[src/rtl/muxn_scan_if.sv]
// Handshake/data bundle between a producer and the muxn_scan channel multiplexer.
interface muxn_scan_if #(
    parameter int W  = 16,
    parameter int N  = 4,
    parameter int SW = 2
);
    logic             CE;
    logic [N*W-1:0]   D;
    logic [SW-1:0]    S;
    logic             MODE;
    logic [N-1:0]     MASK;
    logic             QR;
    logic [W-1:0]     Q;
    logic [SW-1:0]    QCH;
    logic             QV;
    logic             QF;

    modport master (output CE, D, S, MODE, MASK, QR, input  Q, QCH, QV, QF);
    modport slave  (input  CE, D, S, MODE, MASK, QR, output Q, QCH, QV, QF);
endinterface

[src/rtl/muxn_scan.sv]
// N-channel W-bit registered multiplexer with valid/ready output, static select or
// round-robin scan of MASK-enabled channels. Scan logic is built only with MUXN_SCAN_EN.
module muxn_scan #(
    parameter int W  = 16,
    parameter int N  = 4,
    parameter int SW = 2
) (
    input  logic       CLK,
    input  logic       RST,
    muxn_scan_if.slave bus
);

    logic [W-1:0]  q_r;
    logic [SW-1:0] qch_r;
    logic          qv_r;

    logic          ld;
    logic          has_word;
    logic [W-1:0]  nxt_q;
    logic [SW-1:0] nxt_ch;

    // The held word may be replaced in the same cycle it is accepted downstream.
    assign ld = bus.CE & (~qv_r | bus.QR);

`ifdef MUXN_SCAN_EN
    logic [SW-1:0] ptr;
    logic [SW-1:0] nxt_ptr;
    logic [SW-1:0] low;
    logic          nxt_qf;
    logic          qf_r;
`else
    logic unused_cfg;
    assign unused_cfg = ^{bus.MODE, bus.MASK};
`endif

    // NOTE: every always_comb output gets a default first so no path infers a latch.
    always_comb begin
        has_word = 1'b1;
        nxt_ch   = bus.S;
        nxt_q    = '0;
`ifdef MUXN_SCAN_EN
        nxt_ptr  = ptr;
        nxt_qf   = 1'b0;
        low      = '0;
        for (int k = N - 1; k >= 0; k--) begin
            if (bus.MASK[k]) low = SW'(k);
        end
        if (bus.MODE) begin
            has_word = 1'b0;
            // Search starts just after the last served channel and wraps at N.
            for (int i = 1; i <= N; i++) begin
                for (int k = 0; k < N; k++) begin
                    if (!has_word && bus.MASK[k] && ((int'(ptr) + i) % N == k)) begin
                        has_word = 1'b1;
                        nxt_ch   = SW'(k);
                        nxt_ptr  = SW'(k);
                    end
                end
            end
            nxt_qf = has_word && (nxt_ch == low);
        end
`endif
        // Out-of-range select leaves nxt_q at zero.
        for (int k = 0; k < N; k++) begin
            if (nxt_ch == SW'(k)) nxt_q = bus.D[k*W +: W];
        end
    end

    // NOTE: sequential state uses non-blocking assignments so every register samples pre-edge values.
    always_ff @(posedge CLK or negedge RST) begin
        if (!RST) begin
            q_r   <= '0;
            qch_r <= '0;
            qv_r  <= 1'b0;
        end else if (ld && has_word) begin
            q_r   <= nxt_q;
            qch_r <= nxt_ch;
            qv_r  <= 1'b1;
        end else if (qv_r && bus.QR) begin
            qv_r  <= 1'b0;
        end
    end

`ifdef MUXN_SCAN_EN
    always_ff @(posedge CLK or negedge RST) begin
        if (!RST) begin
            ptr  <= SW'(N - 1);
            qf_r <= 1'b0;
        end else if (ld && has_word) begin
            ptr  <= nxt_ptr;
            qf_r <= nxt_qf;
        end
    end
    assign bus.QF = qf_r;
`else
    assign bus.QF = 1'b0;
`endif

    assign bus.Q   = q_r;
    assign bus.QCH = qch_r;
    assign bus.QV  = qv_r;

endmodule

[src/flat_wrapper.sv]
// flat-port wrapper written by rule: the top's interface ports become plain ports
module muxn_scan_flat 
#(
    parameter int W  = 16,
    parameter int N  = 4,
    parameter int SW = 2
)
  (CLK, RST, bus_CE, bus_D, bus_S, bus_MODE, bus_MASK, bus_QR, bus_Q, bus_QCH, bus_QV, bus_QF);
  muxn_scan_if #(.W(W), .N(N), .SW(SW)) bus_i ();
  input  logic CLK;
  input  logic RST;
  input wire logic [$bits(bus_i.CE)-1:0] bus_CE;
  input wire logic [$bits(bus_i.D)-1:0] bus_D;
  input wire logic [$bits(bus_i.S)-1:0] bus_S;
  input wire logic [$bits(bus_i.MODE)-1:0] bus_MODE;
  input wire logic [$bits(bus_i.MASK)-1:0] bus_MASK;
  input wire logic [$bits(bus_i.QR)-1:0] bus_QR;
  output wire logic [$bits(bus_i.Q)-1:0] bus_Q;
  output wire logic [$bits(bus_i.QCH)-1:0] bus_QCH;
  output wire logic [$bits(bus_i.QV)-1:0] bus_QV;
  output wire logic [$bits(bus_i.QF)-1:0] bus_QF;
  assign bus_i.CE = bus_CE;
  assign bus_i.D = bus_D;
  assign bus_i.S = bus_S;
  assign bus_i.MODE = bus_MODE;
  assign bus_i.MASK = bus_MASK;
  assign bus_i.QR = bus_QR;
  assign bus_Q = bus_i.Q;
  assign bus_QCH = bus_i.QCH;
  assign bus_QV = bus_i.QV;
  assign bus_QF = bus_i.QF;
  muxn_scan #(.W(W), .N(N), .SW(SW)) u_core (.CLK(CLK), .RST(RST), .bus(bus_i));
endmodule
[config.mk]
export PLATFORM = sky130hd
export DESIGN_NAME = muxn_scan_flat
export DESIGN_NICKNAME = d
export VERILOG_FILES = /design/src/rtl/muxn_scan_if.sv /design/src/rtl/muxn_scan.sv /design/src/flat_wrapper.sv
export SDC_FILE = /design/constraint.sdc
export NUM_CORES = 1
export LEC_CHECK = 0
export BUFFER_PORTS_ARGS = -buffer_cell sky130_fd_sc_hd__buf_2
export CAP_MARGIN = 20
export CORE_MARGIN = 2
export CORE_UTILIZATION = 38
export DETAILED_ROUTE_END_ITERATION = 12
export GPL_ROUTABILITY_DRIVEN = 0
export PLACE_DENSITY = 0.79
export SETUP_SLACK_MARGIN = 0.02
export SYNTH_ARGS = -nofsm -noshare
export SYNTH_HDL_FRONTEND = slang
export SYNTH_SLANG_ARGS = --single-unit
[constraint.sdc]
create_clock -name CLK -period 1.6 [get_ports CLK]
set_clock_uncertainty 0.1 [all_clocks]
set_input_delay 0.4 -clock CLK [delete_from_list [all_inputs] [get_ports CLK]]
set_output_delay 0.4 -clock CLK [all_outputs]
set_load 0.01 [all_outputs]
---- After elaboration in Yosys (flattened, before gate mapping) ----
Cells that the tools add are included.
operators by class
  reductions and logical operators ........ 3
  mux-type cells .......................... 6
  bitwise operators ....................... 3
  equality and inequality tests ........... 3
operators with widths
  kind                  count
  $mux W16              4
  $eq A2 B2 Y1 const B  2
  $eq A2 B1 Y1 const B  1
  $logic_not A2 Y1      1
  $mux W1               2
  $reduce_bool A2 Y1    1
  $and A1 B1 Y1         1
  $logic_and A1 B1 Y1   1
  $not A1 Y1            1
  $or A1 B1 Y1          1
storage, ports and cells
  register bits ........................... 19
  logic and storage cells ................. 18
  output and inout bits ................... 20

---- Depth between registers and ports, before layout ----
Gate-level depths: netlist (run 1).
  depth in word-level cells ............... 5
  depth in mapped cells ................... 4

---- Least setup slack after synthesis (run 1) ----
No wires, ideal clock.
  kind .................................... input to register
  start ................................... input bus_S[1]
  end ..................................... register u_core.q_r[0] (netlist: u_core.bus.Q[0])
  required time ........................... 1.375 ns
  slack ................................... -0.054 ns
  cell stages on the path ................. 4
  arrival time ............................ 1.429 ns
  cells stage by stage .................... clkbuf_1 buf_2 mux4_2 mux2_2
between the ends
  longest elaborated chain between the ends .. 5
  elaborated cells between the ends (all ways) .. 8
ends and longest elaborated chain
  item                    line                source
  start: declaration      flat_wrapper.sv:14  input wire logic [$bits(bus_i.S)-1:0] bus_S;
  $logic_not A2 Y1        muxn_scan.sv:65     if (nxt_ch == SW'(k)) nxt_q = bus.D[k*W +: W];
  $mux W16 (3 in series)  muxn_scan.sv:65
  $mux W16 (*)            muxn_scan.sv:65
  end signal: assignment  muxn_scan.sv:76     q_r <= nxt_q;
  end: declaration        muxn_scan.sv:13     logic [W-1:0] q_r;
Every way passes the cells marked *; elsewhere a longest branch is shown, timed or not.
A chain may end at the register's enable or synchronous reset.

---- Final worst setup path (run 1) ----
  start ................................... input bus_S[0]
  end ..................................... register u_core.q_r[9] (netlist: u_core.bus.Q[9])
The elaborated chain is that of the path after synthesis.

==> flow_results.xml, run 1 <==
<?xml version="1.0" encoding="UTF-8"?>
<metrics>
  <group name="global_routing">
    <metric name="grt-ovfl-total" unit="">0</metric>
    <metric name="grt_pass1_wl" unit="µm">3970</metric>
    <metric name="grt_start_max_net_pins" unit="">20</metric>
    <metric name="first_global_vias" unit="">960</metric>
    <metric name="antenna_violations_before_repair" unit="">0</metric>
    <metric name="globalRouteTotalUtil" unit="%">15.7</metric>
  </group>
  <group name="job">
    <metric name="drv.max_cap_violation_count" unit="">0</metric>
  </group>
  <group name="status">
    <metric name="violations" unit="">design-rule violations</metric>
    <metric name="status" unit="">finished with violations</metric>
  </group>
  <group name="sta">
    <metric name="timing.final.hold_violations" unit="">0</metric>
    <metric name="layout_setup_ws" unit="ns">0.171</metric>
    <metric name="grt_setup_unrepaired" unit="">false</metric>
    <metric name="layout_worst_path_cycle_share" unit="%">89.3</metric>
    <metric name="final_period_minus_worst_setup_slack" unit="ns">1.43</metric>
    <metric name="max_freq" unit="MHz">700</metric>
    <metric name="setup_viol_count_final" unit="">0</metric>
    <metric name="timing_max_transition_violations_final" unit="">0</metric>
  </group>
  <group name="cts">
    <metric name="cts-buffers-inserted" unit="">3</metric>
    <metric name="clk_pin_slew_worst_paths" unit="ns">0.10</metric>
    <metric name="cts_tree" unit="">done</metric>
    <metric name="cts_resized" unit="">0</metric>
    <metric name="cts.htree.levels" unit="">1</metric>
    <metric name="clockRootBuffer" unit="">clkbuf_4</metric>
    <metric name="clock_path_buffers" unit="">2</metric>
    <metric name="clock-sinks" unit="">19</metric>
    <metric name="clock_insertion_delay_worst_skew" unit="ns">0.28</metric>
    <metric name="post_cts.repair.setup_buffers" unit="">0</metric>
  </group>
  <group name="routing">
    <metric name="post_drt_via_cell_ratio" unit="">5.19</metric>
    <metric name="finalWirelength" unit="µm">2650</metric>
    <metric name="drt_iter0_markers" unit="">33</metric>
    <metric name="postRouteAntennaNets" unit="">0</metric>
    <metric name="average_detailed_routed_wire_length_per_instance" unit="µm">14.3</metric>
    <metric name="vias" unit="">961</metric>
    <metric name="drc" unit="">9</metric>
    <metric name="drt_pass1_iterations" unit="">8</metric>
  </group>
  <group name="floorplan">
    <metric name="dieArea" unit="mm²">0.00344</metric>
    <metric name="pin_count" unit="">95</metric>
    <metric name="floorplan.initialDensity" unit="%">40.4</metric>
    <metric name="rows" unit="">19</metric>
    <metric name="core-area" unit="mm²">0.00281</metric>
    <metric name="dieWidth" unit="µm">58.6</metric>
    <metric name="die_h" unit="µm">58.6</metric>
  </group>
  <group name="placed_design">
    <metric name="dp_worst_setup_slack" unit="ns">-0.146</metric>
    <metric name="place_hpwl" unit="µm">2180</metric>
    <metric name="placedCellCount" unit="">180</metric>
    <metric name="i_o_buffers" unit="">88</metric>
  </group>
  <group name="critical_path">
    <metric name="worstPathArrival" unit="ns">1.51</metric>
    <metric name="crit_path_start_kind" unit="">input pin</metric>
    <metric name="critical_path_required" unit="ns">1.68</metric>
    <metric name="critPathSlowestCell" unit="">mux4_1</metric>
    <metric name="worst_path_max_fanout" unit="">8</metric>
    <metric name="timing.setup.critical_path_class" unit="">in -&gt; reg</metric>
    <metric name="crit_chain" unit="">buf_2 &gt; buf_12 &gt; mux4_1 &gt; mux2_2</metric>
    <metric name="worst_path_largest_cell_delay" unit="ns">0.54</metric>
    <metric name="setup.worst_path.end_class" unit="">flip-flop</metric>
  </group>
  <group name="synth">
    <metric name="synthesis.area" unit="mm²">0.00113</metric>
    <metric name="synth.net_count" unit="">138</metric>
    <metric name="syn_avg_cell_area" unit="µm²">18.0</metric>
    <metric name="synthesis.instances" unit="">63</metric>
    <metric name="ys_seq_elements" unit="">19</metric>
    <metric name="library_cells_used_by_synthesis" unit="">12</metric>
    <metric name="number_of_warnings_printed_during_yosys_synthesis" unit="">0</metric>
    <metric name="synth_seq_area_share" unit="%">41.9</metric>
  </group>
  <group name="hold_path">
    <metric name="worst_hold_path_type" unit="">in -&gt; reg</metric>
  </group>
  <group name="layout">
    <metric name="final_core_util" unit="%">59.3</metric>
    <metric name="finalNonFillerCells" unit="">185</metric>
    <metric name="area_growth_syn_to_layout" unit="%">46.8</metric>
    <metric name="design.final.nets" unit="">230</metric>
    <metric name="n_antenna_cell" unit="">0</metric>
    <metric name="post_route_cells_drive_above_1_share" unit="%">79.9</metric>
  </group>
  <group name="power_and_ir_drop">
    <metric name="power" unit="W">0.00129</metric>
    <metric name="p_per_area" unit="mW/mm²">777</metric>
    <metric name="power.static_leakage" unit="nW">0.832</metric>
    <metric name="vdd_ir_drop_max" unit="mV">0.451</metric>
  </group>
</metrics>
[per-stage QoR]
| step | hold WS (ns) | TNS (ns) | cell area, µm² |
|---|---|---|---|
| final | 0.211 | 0 | 1660 |
| after detailed placement | 0.270 | -1.74 | 1630 |
| after global routing | 0.221 | 0 | 1660 |
| after floorplan | 0.00441 | 0 | 1150 |
| after global placement | 0.260 | -1.42 | 1630 |
| after CTS | 0.201 | 0 | 1660 |
[metal layers]
metal  vias up  wire (µm)  global-route usage [%]
met5         -          0                       0
met4         0         25                    6.82
met3         2        348                    2.20
met2        71       1380                    29.2
met1       450        896                    17.9
li1        438          -                       -
[where the power goes]
part	internal [W]	switching (W)
sequential	0.000568	0.0000379
combinational	0.000271	0.000176
clock	0.0000968	0.000144
total	0.000936	0.000358
[sequential cells by signal, indices dropped and copies added, names as in the netlist]
signal and count:
u_core.bus.QV 1, u_core.bus.Q 16, u_core.bus.QCH 2
[cell usage after synthesis, drive strengths merged]
| cell type | number | area (µm²) |
|---|---|---|
| nand2b | 2 | 12.5 |
| conb | 1 | 3.75 |
| mux2 | 18 | 203 |
| mux4 | 16 | 383 |
| nand2 | 1 | 3.75 |
| buf | 5 | 48.8 |
| dfrtp | 19 | 475 |
| clkbuf | 1 | 3.75 |
[worst max-delay path: cells and delay by family]
family	cells	cell delay [ns]
multiplexers	2	0.81
buffers and inverters	2	0.29
[final cells by class]
class                           instances  area, µm²
Tap cell                               31       38.8
Fill cell                             230       1140
Multi-Input combinational cell         38        606
Sequential cell                        19        475
Timing Repair Buffer                   93        518
Clock buffer                            4       26.3
[cell families after synthesis]
family | Yosys count | synth area share, %
other cells | 1 | 0.331
buf+inv | 6 | 4.64
flops | 19 | 41.9
mux | 34 | 51.7
simple gates | 3 | 1.43
[path summary, 6_finish.rpt]
check,from,endpoint,slack (ns),cells after the start
worst min register to register,u_core.bus.Q[14],u_core.bus.Q[14],0.41,1
max in group asynchronous,RST,u_core.bus.Q[7],0.63,2
worst min-delay path,bus_CE,u_core.bus.QV,0.21,2
worst max-delay path,bus_S[0],u_core.bus.Q[9],0.17,4
worst max register to register,u_core.bus.QV,u_core.bus.Q[11],0.35,4
min in group asynchronous,RST,u_core.bus.Q[15],0.46,2
[placed cells by master (no fill, tap or decap), drive strengths merged]
| cell | count |
|---|---|
| buf | 92 |
| clkbuf | 4 |
| conb | 1 |
| dfrtp | 19 |
| dlygate4sd3 | 1 |
| mux2 | 18 |
| mux4 | 16 |
| nand2 | 1 |
| nand2b | 2 |
[what timing repair did]
| item | 4_1_cts | 5_1_grt |
|---|---|---|
| hold buffers | 1 | 0 |
| setup endpoints to repair | 0 | 0 |
| endpoints found under the hold margin | 19 | 0 |
Note: power is estimated with default switching activity, not from simulation.
==> inputs of run 2 (changes only) <==
GPL_ROUTABILITY_DRIVEN = not set   (was 0)
SETUP_SLACK_MARGIN = 0.5   (was 0.02)
==> run 2 against run 1 <==
- the run still ends with design-rule violations left
- routed wire length rose by 12%
- via count rose by 3.7%
- final area rose by 5.1%
- core utilization rose by 3.0 points
- cell count rose by 2.2%
- flip-flop and latch count did not move
- register-to-register slack got worse by 0.04 ns
- non-clock buffer count rose by 1
==> flow_results.xml, run 2 (same netlist as run 1, synthesis figures left out) <==
<?xml version="1.0" encoding="UTF-8"?>
<metrics>
  <group name="routing">
    <metric name="drc" unit="">8</metric>
    <metric name="postRouteAntennaNets" unit="">0</metric>
    <metric name="vias" unit="">997</metric>
    <metric name="drt_iter0_markers" unit="">44</metric>
    <metric name="average_detailed_routed_wire_length_per_instance" unit="µm">15.7</metric>
    <metric name="post_drt_via_cell_ratio" unit="">5.28</metric>
    <metric name="drt_pass1_iterations" unit="">8</metric>
    <metric name="finalWirelength" unit="µm">2960</metric>
  </group>
  <group name="global_routing">
    <metric name="grt-ovfl-total" unit="">0</metric>
    <metric name="grt_start_max_net_pins" unit="">20</metric>
    <metric name="first_global_vias" unit="">1071</metric>
    <metric name="globalRouteTotalUtil" unit="%">18.3</metric>
    <metric name="grt_pass1_wl" unit="µm">4620</metric>
    <metric name="antenna_violations_before_repair" unit="">0</metric>
  </group>
  <group name="power_and_ir_drop">
    <metric name="p_per_area" unit="mW/mm²">771</metric>
    <metric name="power.static_leakage" unit="nW">0.856</metric>
    <metric name="vdd_ir_drop_max" unit="mV">0.425</metric>
  </group>
  <group name="floorplan">
    <metric name="dieWidth" unit="µm">58.6</metric>
    <metric name="core-area" unit="mm²">0.00281</metric>
    <metric name="floorplan.initialDensity" unit="%">40.4</metric>
    <metric name="pin_count" unit="">95</metric>
    <metric name="die_h" unit="µm">58.6</metric>
    <metric name="dieArea" unit="mm²">0.00344</metric>
    <metric name="rows" unit="">19</metric>
  </group>
  <group name="job">
    <metric name="drv.max_cap_violation_count" unit="">0</metric>
  </group>
  <group name="hold_path">
    <metric name="worst_hold_path_type" unit="">in -&gt; reg</metric>
  </group>
  <group name="sta">
    <metric name="totalNegativeSetupSlack" unit="ns">0</metric>
    <metric name="grt_setup_unrepaired" unit="">true</metric>
    <metric name="hold_ws" unit="ns">0.369</metric>
    <metric name="max_freq" unit="MHz">737</metric>
    <metric name="timing_max_transition_violations_final" unit="">0</metric>
    <metric name="final_period_minus_worst_setup_slack" unit="ns">1.36</metric>
    <metric name="setup_viol_count_final" unit="">0</metric>
    <metric name="layout_worst_path_cycle_share" unit="%">84.8</metric>
    <metric name="timing.final.hold_violations" unit="">0</metric>
  </group>
  <group name="critical_path">
    <metric name="critical_path_required" unit="ns">1.10</metric>
    <metric name="critical_path_buffers_and_inverters" unit="">1</metric>
    <metric name="worst_path_max_fanout" unit="">2</metric>
    <metric name="crit_chain" unit="">buf_2</metric>
    <metric name="critical_path.top_delay_family" unit="">flip-flops</metric>
    <metric name="setup.worst_path.end_class" unit="">primary output</metric>
    <metric name="worstPathArrival" unit="ns">0.86</metric>
    <metric name="critPathSlowestCell" unit="">dfrtp_1</metric>
    <metric name="worst_path_largest_cell_delay" unit="ns">0.41</metric>
    <metric name="crit_path_start_kind" unit="">flip-flop</metric>
    <metric name="timing.setup.critical_path_class" unit="">reg -&gt; out</metric>
  </group>
  <group name="placed_design">
    <metric name="gp_congestion" unit="">0.657</metric>
    <metric name="i_o_buffers" unit="">88</metric>
    <metric name="placedInstanceArea" unit="mm²">0.00162</metric>
    <metric name="placedCellCount" unit="">178</metric>
  </group>
  <group name="cts">
    <metric name="clk_pin_slew_worst_paths" unit="ns">0.12</metric>
    <metric name="clockRootBuffer" unit="">clkbuf_4</metric>
    <metric name="cts_tree" unit="">done</metric>
    <metric name="cts.htree.levels" unit="">1</metric>
    <metric name="clock_insertion_delay_worst_skew" unit="ns">0.30</metric>
    <metric name="clock_path_buffers" unit="">2</metric>
    <metric name="clock-sinks" unit="">19</metric>
    <metric name="cts-buffers-inserted" unit="">3</metric>
  </group>
  <group name="layout">
    <metric name="n_antenna_cell" unit="">0</metric>
    <metric name="largest_register_ff_count" unit="">16</metric>
    <metric name="area_growth_syn_to_layout" unit="%">54.3</metric>
    <metric name="design.final.nets" unit="">234</metric>
    <metric name="finalNonFillerCells" unit="">189</metric>
    <metric name="leading_cell_types_in_the_layout_fill_and_taps_excluded" unit="">buf_2 (86), dfrtp_1 (19), mux2_2 (17)</metric>
    <metric name="post_route_cells_drive_above_1_share" unit="%">86.1</metric>
    <metric name="layout.cell_area.non_filler" unit="mm²">0.00175</metric>
    <metric name="final_common_cell" unit="">buf_2</metric>
  </group>
  <group name="status">
    <metric name="violations" unit="">design-rule violations</metric>
    <metric name="status" unit="">finished with violations</metric>
  </group>
</metrics>
[run 2: through the flow]
step | worst slack (ns) | utilization (%) | power (W)
detailed placement | -0.139 | 57.7 | 0.00107
global route | 0.189 | 62.4 | 0.00145
CTS | 0.230 | 62.1 | 0.00137
floorplan | 0.00528 | - | 0.000870
finish | 0.243 | 62.4 | 0.00135
global placement | -0.110 | 57.7 | 0.00105
[run 2: worst paths after layout]
path,slack (ns),cells after the start,endpoint,startpoint
worst max-delay path,0.24,1,bus_QCH[1],u_core.bus.QCH[1]
worst min-delay path,0.37,3,u_core.bus.QCH[0],bus_S[0]
worst max register to register,0.31,4,u_core.bus.Q[6],u_core.bus.QV
worst min register to register,0.41,1,u_core.bus.Q[2],u_core.bus.Q[2]
max in group asynchronous,0.60,2,u_core.bus.Q[9],RST
min in group asynchronous,0.47,2,u_core.bus.Q[15],RST
[run 2: what timing repair did]
action / 4_1_cts / 5_1_grt
gates resized for setup: 14 / 1
buffers inserted: 2 / 0
hold buffers: 1 / 0
gates cloned: 3 / 1
endpoints found under the hold margin: 19 / 0
pin swaps: 0 / 0
setup endpoints to repair: 37 / 37
[run 2: metal layers]
| metal | global-route usage [%] | share of wire [%] | vias up | wire length, µm |
|---|---|---|---|---|
| met2 | 31.8 | 49 | 67 | 1450 |
| met3 | 3.74 | 11 | 2 | 328 |
| li1 | - | - | 444 | - |
| met4 | 5.84 | 0.64 | 0 | 19 |
| met5 | 0 | 0 | - | 0 |
| met1 | 23.0 | 39 | 484 | 1160 |
[run 2: power by group]
| part | internal [W] | switching, W |
|---|---|---|
| registers | 0.000568 | 0.0000406 |
| logic | 0.000296 | 0.000196 |
| clock network | 0.0000930 | 0.000154 |
[run 2: tightest hold or removal path, delay by kind of cell]
family | cells | cell delay, ns
buf+inv | 2 | 0.21
mux | 1 | 0.13
[run 2: layout make-up]
type                    instances  area (µm²)
repair buffers                 94         554
multi-input cells              41         653
clock buffers                   3        22.5
flip-flops and latches         19         475
clock inverters                 1        5.00
well taps                      31        38.8
fillers                       239        1060
==> inputs of run 3 (changes only) <==
ABC_AREA = 1   (was not set)
CORE_UTILIZATION = 36   (was 38)
PLACE_DENSITY = 0.76   (was 0.79)
clock period = 1.2 ns   (was 1.6 ns; I/O delays follow)
==> run 3 against run 2 <==
- the run ends with negative hold slack, negative setup slack left
- global-route usage rose by 3.1 points
- worst hold slack got worse by 0.54 ns
- sequential power grew 30%
- synthesized cell count rose to 3.0 times the previous value
- cell count increased by 83%
- via count is 66% higher
==> flow_results.xml, run 3 <==
<?xml version="1.0" encoding="UTF-8"?>
<metrics>
  <group name="routing">
    <metric name="drt_pass1_iterations" unit="">4</metric>
    <metric name="post_drt_via_cell_ratio" unit="">4.78</metric>
    <metric name="drc" unit="">0</metric>
    <metric name="finalWirelength" unit="µm">4430</metric>
    <metric name="average_detailed_routed_wire_length_per_instance" unit="µm">12.8</metric>
    <metric name="vias" unit="">1653</metric>
    <metric name="postRouteAntennaNets" unit="">0</metric>
    <metric name="drt_iter0_markers" unit="">101</metric>
  </group>
  <group name="sta">
    <metric name="max_freq" unit="MHz">797</metric>
    <metric name="grt_setup_unrepaired" unit="">true</metric>
    <metric name="timing_max_transition_violations_final" unit="">0</metric>
    <metric name="layout_setup_ws" unit="ns">-0.0542</metric>
    <metric name="timing.final.hold_violations" unit="">19</metric>
    <metric name="final_period_minus_worst_setup_slack" unit="ns">1.25</metric>
    <metric name="layout_worst_path_cycle_share" unit="%">105</metric>
    <metric name="hold_ws" unit="ns">-0.173</metric>
    <metric name="setup_viol_count_final" unit="">31</metric>
  </group>
  <group name="critical_path">
    <metric name="critPathSlowestCell" unit="">dfrtp_1</metric>
    <metric name="critical_path_buffers_and_inverters" unit="">1</metric>
    <metric name="worstReg2RegStart" unit="">u_core.bus.QV</metric>
    <metric name="timing.rr.end" unit="">u_core.bus.Q[11]</metric>
    <metric name="crit_path_start_kind" unit="">flip-flop</metric>
    <metric name="critical_path_required" unit="ns">0.80</metric>
    <metric name="crit_chain" unit="">buf_2</metric>
    <metric name="ff2ff_setup_slack" unit="ns">-0.02</metric>
    <metric name="critical_path.top_delay_family" unit="">flip-flops</metric>
    <metric name="worst_path_max_fanout" unit="">2</metric>
    <metric name="setup.worst_path.end_class" unit="">primary output</metric>
    <metric name="worstPathArrival" unit="ns">0.85</metric>
    <metric name="timing.setup.critical_path_class" unit="">reg -&gt; out</metric>
    <metric name="worst_path_largest_cell_delay" unit="ns">0.41</metric>
    <metric name="r2r.worst_path.cells" unit="">7</metric>
  </group>
  <group name="synth">
    <metric name="synthesis.area" unit="mm²">0.00126</metric>
    <metric name="async_flop_share" unit="%">100</metric>
    <metric name="library_cells_used_by_synthesis" unit="">15</metric>
    <metric name="synth_seq_area_share" unit="%">37.8</metric>
    <metric name="yosysMostFrequentCell" unit="">nand2_1</metric>
    <metric name="number_of_warnings_printed_during_yosys_synthesis" unit="">0</metric>
    <metric name="synth.top_cells.by_area" unit="">dfrtp_1 (38%), nand2_1 (21%), nand3_1 (13%)</metric>
    <metric name="yosysTopAreaCell" unit="">dfrtp_1</metric>
    <metric name="syn_avg_cell_area" unit="µm²">6.69</metric>
    <metric name="synth_largest_type_area_fraction" unit="%">37.8</metric>
    <metric name="synthesis.instances" unit="">188</metric>
    <metric name="synth-edff-count" unit="">0</metric>
    <metric name="ys_seq_elements" unit="">19</metric>
    <metric name="synth_ff_type" unit="">dfrtp_1</metric>
    <metric name="synth.net_count" unit="">263</metric>
    <metric name="synth_top_cells_by_count" unit="">nand2_1 (69), nand3_1 (32), nor2_1 (22), dfrtp_1 (19)</metric>
  </group>
  <group name="layout">
    <metric name="final_common_cell" unit="">buf_2</metric>
    <metric name="design.final.nets" unit="">376</metric>
    <metric name="post_route_cells_drive_above_1_share" unit="%">52.7</metric>
    <metric name="leading_cell_types_in_the_layout_fill_and_taps_excluded" unit="">buf_2 (87), nand2_1 (65), nand3_1 (32)</metric>
    <metric name="area_growth_syn_to_layout" unit="%">76.3</metric>
    <metric name="n_antenna_cell" unit="">0</metric>
    <metric name="largest_register_ff_count" unit="">16</metric>
  </group>
  <group name="job">
    <metric name="drv.max_cap_violation_count" unit="">0</metric>
  </group>
  <group name="power_and_ir_drop">
    <metric name="seq_power_share" unit="%">38.9</metric>
    <metric name="power.static_leakage" unit="nW">1.20</metric>
    <metric name="p_per_area" unit="mW/mm²">922</metric>
    <metric name="netSwitchingFraction" unit="%">34.4</metric>
    <metric name="p_int" unit="W">0.00134</metric>
    <metric name="p_switching" unit="W">0.000703</metric>
    <metric name="share_comb_of_total_power" unit="%">44.8</metric>
    <metric name="vdd_ir_drop_max" unit="mV">0.379</metric>
    <metric name="clkPwrFrac" unit="%">16.3</metric>
    <metric name="power" unit="W">0.00204</metric>
  </group>
  <group name="cts">
    <metric name="cts_tree" unit="">done</metric>
    <metric name="clockRootBuffer" unit="">clkbuf_4</metric>
    <metric name="clock_insertion_delay_worst_skew" unit="ns">0.30</metric>
    <metric name="cts.htree.levels" unit="">1</metric>
    <metric name="clk_pin_slew_worst_paths" unit="ns">0.11</metric>
    <metric name="clock_path_buffers" unit="">2</metric>
    <metric name="cts-buffers-inserted" unit="">3</metric>
    <metric name="clock-sinks" unit="">19</metric>
  </group>
  <group name="floorplan">
    <metric name="rows" unit="">21</metric>
    <metric name="dieWidth" unit="µm">63.1</metric>
    <metric name="pin_count" unit="">95</metric>
    <metric name="core-area" unit="mm²">0.00334</metric>
    <metric name="dieArea" unit="mm²">0.00398</metric>
    <metric name="die_h" unit="µm">63.1</metric>
    <metric name="floorplan.initialDensity" unit="%">37.7</metric>
  </group>
  <group name="global_routing">
    <metric name="grt_start_max_net_pins" unit="">20</metric>
    <metric name="grt-ovfl-total" unit="">0</metric>
    <metric name="grt_pass1_wl" unit="µm">6710</metric>
    <metric name="first_global_vias" unit="">1480</metric>
    <metric name="globalRouteTotalUtil" unit="%">21.4</metric>
    <metric name="antenna_violations_before_repair" unit="">0</metric>
  </group>
  <group name="status">
    <metric name="status" unit="">finished with violations</metric>
    <metric name="violations" unit="">negative hold slack, negative setup slack</metric>
  </group>
  <group name="placed_design">
    <metric name="place_hpwl" unit="µm">2810</metric>
    <metric name="gp_congestion" unit="">0.778</metric>
    <metric name="i_o_buffers" unit="">88</metric>
  </group>
  <group name="hold_path">
    <metric name="worst_hold_path_type" unit="">in -&gt; async</metric>
  </group>
</metrics>
run 3: cell count changes after synthesis, sizes merged:
cell	change
buf	+7
inv	+3
nand2	+69
nand2b	-2
nand3	+32
clkbuf	-1
nor2	+33
mux2	-18
mux4	-16
o21ai	+18
run 3: routing by layer:
layer	GRT usage [%]	wire, µm	up-vias
met5	0	0	-
met4	7.22	36	0
met3	2.50	266	4
met2	37.8	2280	70
met1	26.9	1850	753
li1	-	-	826
run 3: how the worst max path moves through the flow:
stage                          start              end  slack, ns  cells after the start
global route           u_core.bus.QV  u_core.bus.Q[7]       -0.1                      7
global placement            bus_S[0]  u_core.bus.Q[8]      -0.13                      6
floorplan              u_core.bus.QV  u_core.bus.Q[0]       0.14                      6
CTS                  u_core.bus.Q[6]         bus_Q[6]      -0.06                      1
detailed placement          bus_S[0]  u_core.bus.Q[5]      -0.15                      6
finish              u_core.bus.Q[11]        bus_Q[11]      -0.05                      1
run 3: repair_timing:
item | CTS | global route
setup endpoints to repair | 38 | 38
cloned | 3 | 1
buffers inserted | 9 | 9
endpoints found under the hold margin | 19 | 19
pin swaps | 17 | 8
gates resized for setup | 38 | 7
run 3: kinds of logic (layout without fill, tap and decap cells):
| family | after synthesis | in the layout | synth area share, % |
|---|---|---|---|
| AND/OR/NAND/NOR | 135 | 135 | 46.7 |
| flip-flops | 19 | 19 | 37.8 |
| AO/OA/AOI/OAI | 18 | 18 | 7.16 |
| buffers and inverters | 15 | 127 | 8.06 |
| other | 1 | 1 | 0.298 |
run 3: per-stage QoR:
step,TNS (ns),worst slack (ns),cells,utilization [%],area (µm²)
after floorplan,0,0.145,188,-,1280
after global routing,-2.57,-0.0986,346,66.4,2220
final,-0.851,-0.0542,346,66.4,2220
after global placement,-1.73,-0.126,320,53.2,1780
after detailed placement,-2.05,-0.153,320,53.2,1780
after CTS,-0.830,-0.0596,336,62.5,2090
run 3: cell type report:
cell class,count,area (µm²)
flip-flops and latches,19,475
fillers,296,1120
well taps,46,57.6
repair buffers,120,793
clock buffers,3,22.5
clock inverters,1,5.00
inverters,3,11.3
multi-input cells,154,852
run 3: power groups by stage:
stage / combinational [W] / sequential (W) / clock [W]
2_1_floorplan: 0.000269 / 0.000853 / 0
3_3_place_gp: 0.000607 / 0.000799 / 0
3_5_place_dp: 0.000615 / 0.000804 / 0
6_report: 0.000915 / 0.000794 / 0.000334
5_1_grt: 0.00100 / 0.000803 / 0.000383
4_1_cts: 0.000802 / 0.000788 / 0.000343
